File: src/rtl/word_byte_serializer.sv
// rtl/word_byte_serializer.sv - pops 32-bit words from a FIFO and emits them as a ready/valid byte stream
// One buffer of i_RCC_BUFFER_LENGTH words per accepted i_start; o_done pulses once the last byte is accepted.
module word_byte_serializer #(
  parameter bit LITTLE_ENDIAN = 1'b1
) (
  input  logic        HCLK,
  input  logic        HRESET,
  input  logic        i_start,
  input  logic [5:0]  i_RCC_BUFFER_LENGTH,
  input  logic        i_FIFO_empty,
  input  logic [31:0] i_FIFO_rd_data,
  output logic        o_FIFO_rd_en,
  input  logic        i_ready,
  output logic [7:0]  O_serialized_output,
  output logic        O_serialized_output_valid,
  output logic [1:0]  O_Serialize_Counter,
  output logic [15:0] O_Bytes_Counter,
  output logic        o_busy,
  output logic        o_done
);

  typedef enum logic [2:0] {
    S_IDLE  = 3'd0,
    S_FETCH = 3'd1,
    S_LOAD  = 3'd2,
    S_SHIFT = 3'd3,
    S_DONE  = 3'd4
  } state_t;

  state_t      state_q, state_d;
  logic [5:0]  words_left_q, words_left_d;
  logic [31:0] hold_q, hold_d;
  logic [1:0]  ser_cnt_q, ser_cnt_d;
  logic [15:0] bytes_cnt_q, bytes_cnt_d;
  logic [1:0]  byte_idx;
  logic [7:0]  byte_sel;

  always_ff @(posedge HCLK) begin
    if (HRESET) begin
      state_q      <= S_IDLE;
      words_left_q <= 6'd0;
      hold_q       <= 32'd0;
      ser_cnt_q    <= 2'd0;
      bytes_cnt_q  <= 16'd0;
    end else begin
      state_q      <= state_d;
      words_left_q <= words_left_d;
      hold_q       <= hold_d;
      ser_cnt_q    <= ser_cnt_d;
      bytes_cnt_q  <= bytes_cnt_d;
    end
  end

  always_comb begin
    state_d                   = state_q;
    words_left_d              = words_left_q;
    hold_d                    = hold_q;
    ser_cnt_d                 = ser_cnt_q;
    bytes_cnt_d               = bytes_cnt_q;
    o_FIFO_rd_en              = 1'b0;
    O_serialized_output_valid = 1'b0;
    o_done                    = 1'b0;

    case (state_q)
      S_IDLE: begin
        if (i_start) begin
          words_left_d = i_RCC_BUFFER_LENGTH;
          bytes_cnt_d  = 16'd0;
          ser_cnt_d    = 2'd0;
          state_d      = (i_RCC_BUFFER_LENGTH == 6'd0) ? S_DONE : S_FETCH;
        end
      end
      S_FETCH: begin
        if (!i_FIFO_empty) begin
          o_FIFO_rd_en = 1'b1;
          state_d      = S_LOAD;
        end
      end
      S_LOAD: begin
        // FIFO data arrives the cycle after the pop strobe
        hold_d  = i_FIFO_rd_data;
        state_d = S_SHIFT;
      end
      S_SHIFT: begin
        O_serialized_output_valid = 1'b1;
        if (i_ready) begin
          ser_cnt_d   = ser_cnt_q + 2'd1;
          bytes_cnt_d = bytes_cnt_q + 16'd1;
          if (ser_cnt_q == 2'd3) begin
            words_left_d = words_left_q - 6'd1;
            state_d      = (words_left_q == 6'd1) ? S_DONE : S_FETCH;
          end
        end
      end
      S_DONE: begin
        o_done  = 1'b1;
        state_d = S_IDLE;
      end
      default: begin
        state_d = S_IDLE;
      end
    endcase
  end

  always_comb begin
    byte_idx = LITTLE_ENDIAN ? ser_cnt_q : (2'd3 - ser_cnt_q);
    byte_sel = hold_q[{byte_idx, 3'b000} +: 8];
  end

  assign O_serialized_output = O_serialized_output_valid ? byte_sel : 8'd0;
  assign O_Serialize_Counter = ser_cnt_q;
  assign O_Bytes_Counter     = bytes_cnt_q;
  assign o_busy              = (state_q != S_IDLE);

endmodule

File: config.mk
export PLATFORM = sky130hd
export DESIGN_NAME = word_byte_serializer
export DESIGN_NICKNAME = d
export VERILOG_FILES = /design/src/rtl/word_byte_serializer.sv
export SDC_FILE = /design/constraint.sdc
export NUM_CORES = 1
export LEC_CHECK = 0
export CAP_MARGIN = 20
export CORE_ASPECT_RATIO = 1.75
export CORE_MARGIN = 8
export CORE_UTILIZATION = 45
export DETAILED_ROUTE_END_ITERATION = 10
export GPL_TIMING_DRIVEN = 0
export PLACE_DENSITY = 0.8
export SKIP_CTS_REPAIR_TIMING = 1
export SLEW_MARGIN = 10
export SYNTH_ARGS = -nofsm -noshare
export SYNTH_HDL_FRONTEND = slang
export SYNTH_SLANG_ARGS = --single-unit
File: constraint.sdc
create_clock -name HCLK -period 3 [get_ports HCLK]
set_input_delay 0.3 -clock HCLK [delete_from_list [all_inputs] [get_ports HCLK]]
set_output_delay 0.3 -clock HCLK [all_outputs]
set_load 0.005 [all_outputs]
## Yosys cells after proc, flatten, opt, wreduce, memory -nomap -nowiden

Cells that the tools add are included.

| storage, ports and cells | value |
|---|---|
| input bits | 43 |
| bits in registers | 59 |

| cells by class | value |
|---|---|
| equality and inequality tests | 10 |
| shift-type cells | 1 |
| reduce and logical (&&, ||, !) cells | 7 |
| muxes and demuxes | 22 |
| add/sub/neg operators | 3 |

Operators by type and width:

| cell | count |
|---|---|
| two-way mux 16 bit | 2 |
| case mux 16 bit (2 select lines) | 1 |
| variable part select 32 x 6 -> 8 bit | 1 |
| two-way mux 3 bit | 6 |
| two-way mux 6 bit | 3 |
| adder 16 x 1 -> 16 bit (second input constant) | 1 |
| case mux 3 bit (4 select lines) | 1 |
| case mux 6 bit (2 select lines) | 1 |
| two-way mux 8 bit | 1 |
| inequality test 2 bit (second input constant) | 4 |
| AND reduction 4 bit | 2 |
| equality test 3 x 2 -> 1 bit (second input constant) | 2 |
| equality test 6 x 1 -> 1 bit (second input constant) | 1 |
| logical NOT 6 bit | 1 |
| subtractor 6 x 1 -> 6 bit (second input constant) | 1 |
| two-way mux 1 bit | 4 |
| two-way mux 2 bit | 2 |
| case mux 2 bit (2 select lines) | 1 |
| equality test 3 x 1 -> 1 bit (second input constant) | 1 |
| equality test 3 bit (second input constant) | 1 |
| logical NOT 3 bit | 1 |
| AND reduction 3 bit | 1 |
| nonzero test 3 bit | 1 |
| adder 2 x 1 -> 2 bit (second input constant) | 1 |
| other kinds (2) | 2 |

## Depth between registers and ports, before layout

Gate-level depths: netlist of the first run.

| depth | value |
|---|---|
| word-level depth | 5 |
| gate-level depth with buffers | 7 |

## Worst setup path before layout of the first run

Ideal clock, no wire load.

| path | value |
|---|---|
| kind | flip-flop to output port |
| start point | register ser_cnt_q[0], in the netlist O_Serialize_Counter[0] |
| end point | output port O_serialized_output[0] |
| arrival time | 1.546 ns |
| path slack | 1.154 ns |
| buffers on the path | 1 |
| stages on the path, launching flop included | 4 |
| data required time | 2.700 ns |
| cell sequence | dfxtp_1 clkbuf_1 mux4_2 and2_1 |

| on the way | value |
|---|---|
| word-level cells in the longest chain between the ends | 2 |

Ends and longest elaborated chain:

| item | line | source |
|---|---|---|
| start: declaration | 33 | `logic [1:0] ser_cnt_q, ser_cnt_d;` |
| start signal: assignment | 49 | `ser_cnt_q <= ser_cnt_d;` |
| variable part select 32 x 6 -> 8 bit | 107 | `byte_sel = hold_q[{byte_idx, 3'b000} +: 8];` |
| two-way mux 8 bit | 110 | `assign O_serialized_output = O_serialized_output_valid ? byte_sel : 8'd0;` |
| end: declaration | 14 | `output logic [7:0] O_serialized_output,` |

No other way between the ends.

## Worst setup path after layout of the first run

| path | value |
|---|---|
| start point | register ser_cnt_q[0], in the netlist O_Serialize_Counter[0] |
| end point | output port O_serialized_output[5] |

Same word-level chain as after synthesis.

==> results.py, run 1 <==
metrics = {
    "floorplanning": {
        "core_region_area_um2": 6181,
        "rows": 38,
        "die_w_um": 76.39,
        "start_util_pct": 46.46,
        "dieArea_um2": 9294,
        "io_pins": 73,
        "die_y_um": 121.7,
    },
    "worst_setup_path": {
        "worstSetupPathType": "flip-flop to primary output",
        "worst-endpoint-arrival_ns": 2.50,
        "crit_start": "O_Serialize_Counter[0]",
        "cp_max_fo": 9,
        "rr_startpoint": "state_q[0]",
        "start_kind": "flip-flop",
        "required_ns": 2.70,
        "end_kind": "primary output",
    },
    "detailed_routing": {
        "drtIter0Drc": 151,
        "firstDrtPassIters": 4,
        "ant_nets": 0,
        "routed_wl_um": 7807,
        "vias_per_cell": 5.440,
        "drc": 0,
        "wl_per_cell_um": 15.49,
        "vias": 2742,
    },
    "clock_tree": {
        "cts_buffers": 9,
        "clkSinkCount": 59,
        "htreeDepth": 3,
        "insertion_delay_ns": 0.33,
        "cts_tree": "built",
        "clk_pin_slew_ns": 0.07,
        "clk_path_buf_depth": 2,
        "clock-root-buffer": "clkbuf_8",
    },
    "logic_synthesis": {
        "syn-num-nets": 385,
        "synth.distinct_cells": 54,
        "syn-cell-area_um2": 2872,
        "synth-seq-cells": 59,
        "synth-main-ff-cell": "dfxtp_1",
        "synth_cells": 338,
        "ys_seq_area_share_pct": 41.13,
        "synth-edff-count": 0,
        "avgSynthCellArea_um2": 8.496,
        "postSynth.asyncResetShare_pct": 0,
        "yosysWarnings": 0,
    },
    "cells_and_area": {
        "antenna_cells": 0,
        "layout_commonest_cell": "nand2_1",
        "fill_cells": 558,
        "drive_above_1_share_pct": 9.198,
        "design_area_um2": 3859,
        "final_cell_mix": "74 x nand2_1, 71 x clkdlybuf4s50_1, 59 x dfxtp_1",
        "nNetsFinal": 466,
        "synthToLayoutAreaGrowth_pct": 34.38,
    },
    "placement": {
        "place_hpwl_um": 6042,
        "place_area_um2": 3682,
        "io_buffers": 71,
        "place_congestion": 0.8663,
    },
    "pwr": {
        "leakagePower_nw": 1.283,
        "power_density_nw_per_um2": 514.5,
        "vdd_drop_max_mv": 0.3691,
    },
    "grt": {
        "grt_usage_pct": 16.78,
        "grt_pass1_wl_um": 12710,
        "grt_max_degree": 11,
        "antenna_found_initial": 0,
        "grt_overflow": 0,
        "first_global_vias": 2767,
    },
    "timing": {
        "rsz0062_at_grt": "no",
        "fin_skew_ns": 0.006440,
        "tightestPinTransition_ns": 0.7303,
        "finalSetupViolCount": 0,
        "timing.fmax_mhz": 356.9,
        "fin_tns_setup_ns": 0,
        "layout_min_cycle_time_ns": 2.802,
        "hold_viol": 0,
        "max_slew_margin_pct": 51.31,
        "period_share_pct": 93.40,
        "slew_violations": 0,
    },
    "outcome": {
        "status": "complete, no violations",
    },
    "run": {
        "cap_violations": 0,
    },
    "min_path": {
        "hp-class": "flip-flop to flip-flop",
        "hold_path_startpoint": "hold_q[28]",
    },
}
## critical path: stages (launching register included)
cell and delay [ns]:
dfxtp_1 0.37, clkbuf_1 0.58, mux4_2 0.60, and2_1 0.17, clkdlybuf4s50_1 0.44
## logic make-up (layout without fill, tap and decap cells)
group,Yosys count,after routing,share of synthesized area (%)
and+or+nand+nor,151,151,26.32
AOI/OAI and AO/OA,78,78,16.78
DFF,59,59,41.13
buffers and inverters,26,112,3.921
muxes,11,11,7.364
xor gates and xnor gates,9,9,2.745
adders and majority gates,4,4,1.743
## power breakdown
part	total (mW)	switching, mW	leakage [nW]	internal (mW)
Sequential	0.886	0.0446	0.478	0.842
Combinational	0.444	0.233	0.716	0.211
Clock	0.655	0.313	0.0884	0.342
## routing by layer
layer / global-route usage, % / vias up / wire length [µm]
met2: 31.34 / 77 / 4262
met3: 4.720 / 17 / 361
li1: - / 1357 / -
met5: 0 / - / 0
met1: 16.14 / 1291 / 2966
met4: 9.443 / 0 / 217
## metrics by stage
stage	std cells	worst slack, ns	hold slack [ns]	util [%]	total power [mW]
2_1_floorplan	338	1.154	0.4331	-	1.175
3_3_place_gp	489	0.4070	0.4387	59.57	1.334
5_1_grt	504	0.01186	0.4758	62.43	2.081
3_5_place_dp	489	0.3909	0.4470	59.57	1.347
4_1_cts	505	0.01229	0.4562	62.49	1.992
6_report	504	0.1979	0.4555	62.43	1.985
## path summary, 6_finish.rpt
check	to	slack, ns	depth (start not counted)
worst max register to register	words_left_q[5]	1.03	5
worst min-delay path	hold_q[28]	0.46	2
worst min register to register	hold_q[28]	0.46	2
worst max-delay path	O_serialized_output[5]	0.20	4
## sequential cells by signal, indices dropped and copies added, names as in the netlist
name and cells:
O_Bytes_Counter 16, O_Serialize_Counter 2, state_q 3, hold_q 32
words_left_q 6
## cell type report
type	instances	area, µm²	share of cell area (%)
buffer	21	93.84	2.432
sequential	59	1181	30.61
tap	80	100.1	2.594
multi-input combinational	253	1578	40.89
clock inverter	4	25.02	0.6485
timing repair buffer	71	710.7	18.42
clock buffer	12	155.1	4.021
inverter	4	15.01	0.3891
## synth_stat cells (2+ instances only)
| cell type | count | share of area [%] |
|---|---|---|
| nand2_1 | 74 | 9.7 |
| dfxtp_1 | 59 | 41 |
| a21oi_1 | 43 | 7.5 |
| nor2_1 | 19 | 2.5 |
| clkbuf_1 | 14 | 1.8 |
| and2_1 | 12 | 2.6 |
| o21ai_0 | 10 | 1.7 |
| mux4_2 | 8 | 6.3 |
| nand3_1 | 8 | 1.4 |
| xnor2_1 | 6 | 1.8 |
| a211oi_1 | 5 | 1.3 |
| o211ai_1 | 5 | 1.3 |
| or4_1 | 5 | 1.3 |
| ha_1 | 4 | 1.7 |
| nand2b_1 | 4 | 0.87 |
| nand4_1 | 4 | 0.87 |
| nor3_1 | 4 | 0.70 |
| or3_1 | 4 | 0.87 |
| buf_1 | 3 | 0.39 |
| buf_2 | 3 | 0.52 |
| inv_1 | 3 | 0.39 |
| xor2_1 | 3 | 0.92 |
| a2111oi_2 | 2 | 1.0 |
| a21o_1 | 2 | 0.52 |
| mux2i_1 | 2 | 0.70 |
| nand3b_1 | 2 | 0.52 |
| nor3b_1 | 2 | 0.52 |
| nor4_1 | 2 | 0.44 |
Note: power is estimated with default switching activity, not from simulation.
==> run 2, diff against run 1 <==
CAP_MARGIN = default   (was 20)
==> results of run 2 <==
The final DEF is identical to that of run 1; final timing and power are the same.
==> run 3, diff against run 2 <==
CORE_MARGIN = 4   (was 8)
CTS_BUF_LIST = sky130_fd_sc_hd__clkbuf_4   (was default)
==> results.py, run 3 (synthesized netlist as in run 1, its figures left out) <==
metrics = {
    "worst_setup_path": {
        "crit_start": "state_q[0]",
        "worst-endpoint-arrival_ns": 2.47,
        "crit_buf_inv": 3,
        "required_ns": 2.70,
        "r2r_slack_ns": 0.99,
        "end_kind": "primary output",
        "critPathSlowestCell": "clkdlybuf4s50_1",
        "path_delay_family": "buffers and inverters",
        "start_kind": "flip-flop",
        "cp_max_fo": 18,
        "cp.depth": 5,
        "endpoint": "O_serialized_output[2]",
        "reg2reg_to": "words_left_q[5]",
        "r2r_cells": 5,
        "worstSetupPathType": "flip-flop to primary output",
        "crit_chain": "buf_2 -> nand3b_1 -> inv_2 -> and2_1 -> clkdlybuf4s50_1",
        "max_stage_delay_ns": 0.51,
        "rr_startpoint": "state_q[0]",
    },
    "floorplanning": {
        "dieArea_um2": 7774,
        "die_y_um": 113.7,
        "start_util_pct": 46.46,
        "rows": 38,
        "io_pins": 73,
        "core_region_area_um2": 6181,
        "die_w_um": 68.39,
    },
    "detailed_routing": {
        "wl_per_cell_um": 15.26,
        "drc": 0,
        "drtIter0Drc": 108,
        "routed_wl_um": 7708,
        "vias": 2792,
        "ant_nets": 0,
        "firstDrtPassIters": 4,
        "vias_per_cell": 5.529,
    },
    "timing": {
        "layout_min_cycle_time_ns": 2.771,
        "fin_skew_ns": 0.01301,
        "tightestPinTransition_ns": 0.5527,
        "whs_ns": 0.4108,
        "slew_violations": 0,
        "finalSetupViolCount": 0,
        "rsz0062_at_grt": "no",
        "timing.fmax_mhz": 360.8,
        "hold_viol": 0,
        "max_slew_margin_pct": 63.15,
        "period_share_pct": 92.38,
        "timing.final.ws_setup_ns": 0.2287,
    },
    "grt": {
        "grt_max_degree": 14,
        "grt_usage_pct": 21.15,
        "first_global_vias": 2728,
        "grt_pass1_wl_um": 12340,
        "antenna_found_initial": 1,
        "grt_overflow": 0,
    },
    "clock_tree": {
        "clock-root-buffer": "clkbuf_4",
        "clk_pin_slew_ns": 0.12,
        "cts_buffers": 9,
        "cts_tree": "built",
        "clkSinkCount": 59,
        "htreeDepth": 3,
        "insertion_delay_ns": 0.42,
        "clk_path_buf_depth": 2,
    },
    "run": {
        "cap_violations": 0,
    },
    "cells_and_area": {
        "final_util_pct": 62.00,
        "largest_register_ffs": 32,
        "layout_commonest_cell": "nand2_1",
        "nNetsFinal": 466,
        "regMostFlops": "hold_q",
        "final_cell_mix": "74 x nand2_1, 71 x clkdlybuf4s50_1, 59 x dfxtp_1",
        "drive_above_1_share_pct": 9.670,
        "design_area_um2": 3832,
        "synthToLayoutAreaGrowth_pct": 33.46,
    },
    "placement": {
        "place_congestion": 0.8339,
        "place_ws_ns": 0.4002,
        "place_area_um2": 3682,
        "io_buffers": 71,
        "place_hpwl_um": 5872,
    },
    "min_path": {
        "hp-class": "primary input to flip-flop",
    },
    "pwr": {
        "vdd_drop_max_mv": 0.4507,
        "power_density_nw_per_um2": 509.0,
        "power_mw": 1.951,
        "leakagePower_nw": 1.280,
    },
    "outcome": {
        "status": "complete, no violations",
    },
}
[run 3: layer usage]
metal | routed length, µm | global-route usage, % | share of wire [%]
met2 | 4317 | 38.16 | 56
met5 | 0 | 0 | 0
met3 | 410 | 4.532 | 5.3
met4 | 192 | 9.695 | 2.5
met1 | 2788 | 22.23 | 36
[run 3: worst register-to-register path, stage by stage, from the launching register on]
cell	delay, ns
dfxtp_1	0.47
buf_2	0.26
nand3b_1	0.28
inv_2	0.34
o21ai_0	0.13
a2111oi_1	0.41
[run 3: area by class of cell]
cell class	instances	area (µm²)
Multi-Input combinational cell	253	1578
Sequential cell	59	1181
Buffer	21	95.09
Tap cell	80	100.1
Timing Repair Buffer	71	710.7
Inverter	4	15.01
Antenna cell	1	2.502
Clock buffer	9	67.56
Fill cell	572	2349
Clock inverter	7	82.58
[run 3: per-stage QoR]
step / cells / TNS [ns]
after floorplan: 338 / 0
after global placement: 489 / 0
after detailed placement: 489 / 0
after CTS: 505 / -0.3494
after global routing: 505 / 0
final: 505 / 0
[run 3: how the worst min path moves through the flow]
stage | slack [ns] | cells past startpoint | end | from
after floorplan | 0.43 | 2 | hold_q[16] | hold_q[16]
after global placement | 0.44 | 2 | hold_q[11] | hold_q[11]
after detailed placement | 0.45 | 2 | hold_q[18] | hold_q[18]
after CTS | 0.40 | 3 | hold_q[28] | i_FIFO_rd_data[28]
after global routing | 0.40 | 3 | hold_q[21] | i_FIFO_rd_data[21]
final | 0.41 | 3 | hold_q[28] | i_FIFO_rd_data[28]
[run 3: report_power, final]
part | leakage, nW | internal, mW | total [mW] | switching, mW
Combinational | 0.720 | 0.211 | 0.448 | 0.237
Clock | 0.0819 | 0.268 | 0.617 | 0.349
Sequential | 0.478 | 0.841 | 0.885 | 0.0442
